===== src/rtl/regfile_scoreboard.sv =====
// Register file with combinational read ports, write-to-read bypass and a load-use scoreboard.
// Latency: reads 0 cycles (bypass), writes and scoreboard updates land on the next clk edge.
// Backpressure: stall is raised combinationally while a used source waits on an in-flight load.
module regfile_scoreboard #(
  parameter int N                 = 32,
  parameter int REG_FILE_SIZE     = 32,
  parameter int REG_FILE_ADDR_LEN = 5,
  parameter int NUM_RD_PORTS      = 2,
  parameter int LOAD_LATENCY      = 3,
  parameter int HARDWIRE_ZERO     = 1
) (
  input  logic                                              clk,
  input  logic                                              reset,
  input  logic [NUM_RD_PORTS-1:0][REG_FILE_ADDR_LEN-1:0]    rd_addr,
  input  logic [NUM_RD_PORTS-1:0]                           rd_use,
  output logic [NUM_RD_PORTS-1:0][N-1:0]                    rd_data,
  input  logic                                              wr_en,
  input  logic [REG_FILE_ADDR_LEN-1:0]                      wr_addr,
  input  logic [N-1:0]                                      wr_data,
  input  logic                                              ld_issue,
  input  logic [REG_FILE_ADDR_LEN-1:0]                      ld_dest,
  output logic                                              stall,
  output logic [$clog2(LOAD_LATENCY+1)-1:0]                 pending_cnt
);

  localparam int              CW     = $clog2(LOAD_LATENCY + 1);
  localparam logic [CW-1:0]   LAT    = CW'(LOAD_LATENCY);
  localparam logic [31:0]     SIZE_U = 32'(REG_FILE_SIZE);

  logic [N-1:0]            mem   [REG_FILE_SIZE];
  logic [CW-1:0]           cnt_q [REG_FILE_SIZE];
  logic [CW-1:0]           cnt_d [REG_FILE_SIZE];
  logic [CW-1:0]           pop_d;
  logic [NUM_RD_PORTS-1:0] byp_hit;
  logic                    wr_ok;
  logic                    iss_ok;

  // A "live" address exists in the array and is not the hardwired zero register.
  function automatic logic addr_live(input logic [REG_FILE_ADDR_LEN-1:0] a);
    return (32'(a) < SIZE_U) && !((HARDWIRE_ZERO != 0) && (a == '0));
  endfunction

  assign wr_ok  = wr_en && addr_live(wr_addr);
  assign iss_ok = ld_issue && !stall && addr_live(ld_dest);

  always_comb begin
    stall   = 1'b0;
    byp_hit = '0;
    for (int p = 0; p < NUM_RD_PORTS; p++) begin
      rd_data[p] = '0;
      byp_hit[p] = wr_ok && (wr_addr == rd_addr[p]);
      if (addr_live(rd_addr[p])) begin
        rd_data[p] = byp_hit[p] ? wr_data : mem[rd_addr[p]];
        if (rd_use[p] && (cnt_q[rd_addr[p]] != '0) && !byp_hit[p])
          stall = 1'b1;
      end
    end
  end

  // Per-register priority: issue reload, then writeback clear, then countdown.
  always_comb begin
    pop_d = '0;
    for (int i = 0; i < REG_FILE_SIZE; i++) begin
      if (iss_ok && (ld_dest == REG_FILE_ADDR_LEN'(i)))
        cnt_d[i] = LAT;
      else if (wr_ok && (wr_addr == REG_FILE_ADDR_LEN'(i)))
        cnt_d[i] = '0;
      else if (cnt_q[i] != '0)
        cnt_d[i] = cnt_q[i] - CW'(1);
      else
        cnt_d[i] = cnt_q[i];
      if (cnt_d[i] != '0)
        pop_d = pop_d + CW'(1);
    end
  end

  always_ff @(posedge clk) begin
    if (reset) begin
      for (int i = 0; i < REG_FILE_SIZE; i++) begin
        mem[i]   <= '0;
        cnt_q[i] <= '0;
      end
      pending_cnt <= '0;
    end else begin
      if (wr_ok)
        mem[wr_addr] <= wr_data;
      cnt_q       <= cnt_d;
      pending_cnt <= pop_d;
    end
  end

endmodule


===== config.mk =====
export PLATFORM = sky130hd
export DESIGN_NAME = regfile_scoreboard
export DESIGN_NICKNAME = d
export VERILOG_FILES = /design/src/rtl/regfile_scoreboard.sv
export SDC_FILE = /design/constraint.sdc
export NUM_CORES = 2
export LEC_CHECK = 0
export ABC_AREA = 0
export CORE_MARGIN = 4
export CORE_UTILIZATION = 45
export CTS_CLUSTER_SIZE = 14
export DETAILED_ROUTE_END_ITERATION = 8
export GPL_TIMING_DRIVEN = 0
export SLEW_MARGIN = 40
export SYNTH_ARGS = -nofsm -noshare
export SYNTH_HDL_FRONTEND = slang
export SYNTH_SLANG_ARGS = --single-unit

===== constraint.sdc =====
create_clock -name clk -period 7 [get_ports clk]
set_input_delay 1.4 -clock clk [delete_from_list [all_inputs] [get_ports clk]]
set_output_delay 1.4 -clock clk [all_outputs]
set_load 0.01 [all_outputs]

==> summary.md <==
| Metric | Value |
|---|---|
| Most used cell, CP | `clkbuf_4` |
| Post-route DRC | `0` |
| Power Total | `about 17 mW` |
| Startpoint Class | `input port` |
| Fmax | `0.143 GHz` |
| Post-Synthesis Cells | `about 4400` |
| Worst vdd rail ir drop | `roughly 0.22 mV` |
| P_sw | `around 4.5 mW` |
| Async set-reset flop share out of synthesis | `0` |
| RSZ-0062 raised after global routing | `yes` |
| Nets@finish | `between 4000 and 5000` |
| CTS tree | `built` |
| Post-route ant nets | `0` |
| Crit-path slowest cell | `clkdlybuf4s50_1` |
| Final TNS setup | `0 ns` |
| Commonest cells in the synthesized netlist | `1024 x edfxtp_1, 1006 x and2_1, 529 x mux4_2` |
| Top cells by area, synth | `edfxtp_1 51%, mux4_2 20%, and2_1 10%, mux2i_1 2.9%, clkbuf_1 2.3%` |
| Sw frac | `0.265` |
| Mapped Area | `between 0.06 and 0.07 mm2` |
| Synth Register Bits | `1090` |
| Chip width | `approximately 370 um` |
| Clk buf depth | `3` |
| Final Wtd Congestion | `around 0.95` |
| Worst path top cell family by delay | `buffers and inverters` |
| Initial Util | `0.453` |
| Cell Count Post-Placement | `roughly 6400` |
| Largest net degree at the start of global routing | `33` |
| Run status | `finished, final reports clean` |
| Initial antenna violation count | `18` |
| DRT Pass-1 Iters | `5` |
| Synthesis Warnings | `0` |
| Routed vias | `around 44000` |
| Total of max-cap violations | `0` |
| Leading area contributor after synthesis | `edfxtp_1` |
| GRT Total Usage | `0.356` |
| H-Tree Level Count | `3` |
| Wirelength per Cell | `38.4 um` |
| Clock Skews | `between 0.02 and 0.025 ns` |
| Worst EP arrival | `~5.6 ns` |
| Pleak | `approximately 25 nW` |
| Post-place setup slack | `-1.66 ns` |
| Slew Viols, Final | `0` |
| Comb power frac | `0.151` |
| Clock power share | `0.395` |
| Num CTS Buffers | `roughly 120` |
| Via/cell ratio | `between 6 and 7` |
| Largest stage delay, worst path | `about 0.62 ns` |
| I/O pins | `~130` |
| CP cell instances | `buf_2 -> buf_2 -> clkbuf_4 -> buf_4 -> clkbuf_4 -> clkbuf_4 -> buf_8 -> mux2i_1 -> a221oi_1 -> nor2_1 -> o211ai_1 -> o211ai_1 -> o21ai_0 -> clkdlybuf4s50_1` |
| Vias in the first global route | `between 40000 and 50000` |
| Most common cell in the netlist | `edfxtp_1` |
| Number of buffers and inverters on the critical path | `8` |
| Crit. End Element | `output port` |
| Share of layout cells above drive strength 1 | `0.232` |
| Hold Crit Class | `reg2reg` |
| Syn Area/Cell | `~14 um2` |
| Final hold viol count | `0` |
| Worst Path Max Fanout | `10` |
| Total gr overflow | `0` |
| Worst slew pin tran | `roughly 1.0 ns` |
| Register area share after synthesis | `0.531` |
| Total Wirelength | `253000 um` |
| Port Buffers | `~120` |
| CTS Sinks | `1090` |
| Critical path type | `in2out` |
| Synth cell types | `82` |
| Die Span Y | `between 300 and 400 um` |
| Worst setup slack after layout | `0.00166 ns` |
| Min Tclk post-route | `about 7.0 ns` |
| Number of synthesized flops with an enable pin | `1024` |
| Die Footprint | `between 0.1 and 0.15 mm2` |
| Clk_lat worst skew | `0.79 ns` |
| Cell Count, Final, Fillers Out | `about 6600` |
| Slew HR | `0.317` |
| Tcrit/Tclk final | `1.00` |
| Area growth, synth to finish | `16.2%` |
| Power Density | `around 240 mW/mm2` |
| Cell-internal power | `roughly 12 mW` |
| DP HPWL | `179000 um` |
| Required time of the critical path | `5.60 ns` |
| Finish-stage setup viols | `0` |
| CTS root buf | `clkbuf_16` |
| Post CTS Setup Buffer Count | `0` |
| First-pass GRT wire length | `341000 um` |
| Core area | `~0.13 mm2` |
| Share of the synthesized area in the top cell type | `0.510` |
| Clk slew on worst S/H paths | `roughly 0.06 ns` |
| Ys flop type | `edfxtp_1` |
| # rows | `134` |
| Initial DRC Count | `about 7600` |
| Sequential Power Share | `0.453` |
logic make-up (layout without fill, tap and decap cells):
family          after synthesis  in the layout  synth area share
xor+xnor                     41             41           0.00775
flops                      1090           1090             0.531
other cells                   1             40         0.0000621
compound gates              449            449            0.0477
mux                         717            717             0.229
buf+inv                     454            855            0.0288
simple gates               1624           1624             0.155
fa+ha+maj                     4              4          0.000746
registers in the layout, indices dropped and copies added, names as in the netlist:
| name | flops |
|---|---|
| cnt_q | 64 |
| pending_cnt | 2 |
| mem | 1024 |
path summary, 6_finish.rpt:
check	start	end	slack (ns)	depth (start not counted)
max	rd_addr[5]	rd_data[40]	0.002	14
min	cnt_q[0]$_SDFF_PP0_	cnt_q[1]$_SDFF_PP0_	0.47	2
max reg2reg	cnt_q[50]$_SDFF_PP0_	pending_cnt[1]$_SDFF_PP0_	1.35	20
min reg2reg	cnt_q[0]$_SDFF_PP0_	cnt_q[1]$_SDFF_PP0_	0.47	2
worst min-delay path, stage by stage (launching register included):
cell	delay, ns
dfxtp_1	0.32
nand2_1	0.06
a21oi_1	0.05
power by group through the flow:
| stage | clock [mW] | combinational, mW | sequential (mW) |
|---|---|---|---|
| after floorplan | 0 | 1.34 | 7.72 |
| after global placement | 0 | 2.33 | 7.78 |
| after detailed placement | 0 | 2.45 | 7.77 |
| after CTS | 6.63 | 2.48 | 7.64 |
| after global routing | 6.91 | 2.59 | 7.68 |
| final | 6.67 | 2.55 | 7.64 |
per-stage QoR:
stage           util  hold WS [ns]  cell area, um2
3_3_place_gp   0.479         0.455           63800
5_1_grt        0.526         0.496           70100
2_1_floorplan      -         0.437           60500
3_5_place_dp   0.493         0.464           65800
6_report       0.526         0.471           70100
4_1_cts        0.525         0.471           70000
cells in the final DEF, fill, tap and decap left out, types with 115 or more instances in the layout:
master / n
edfxtp_1: 1024
and2_1: 1006
mux4_2: 529
clkbuf_1: 227
nor2_1: 187
mux2i_1: 176
nand2_1: 171
a21oi_1: 139
clkbuf_2: 136
clkbuf_16: 123
clkdlybuf4s50_1: 115
area by class of cell:
class,instances,area [um2]
Fill cell,11100,63200
Sequential cell,1090,32100
Multi-Input combinational cell,2867,27100
Clock buffer,162,3280
Timing Repair Buffer,184,2550
Tap cell,1768,2210
Buffer,443,2130
Clock inverter,57,731
Inverter,9,33.8
Antenna cell,8,20.0
per-layer routing:
| metal | track usage | vias to the layer above | wire (um) |
|---|---|---|---|
| met3 | 0.109 | 980 | 32900 |
| li1 | - | 17300 | - |
| met4 | 0.215 | 8 | 19600 |
| met5 | 0.0127 | - | 267 |
| met1 | 0.449 | 22500 | 88400 |
| met2 | 0.541 | 3597 | 112000 |
timing repair:
item,4_1_cts,5_1_grt
pin swaps,0,2
setup endpoints to repair,64,30
hold buffers,0,0
gates resized for setup,87,34
hold endpoints to repair,0,0
Power figures use the tool's default switching activity.
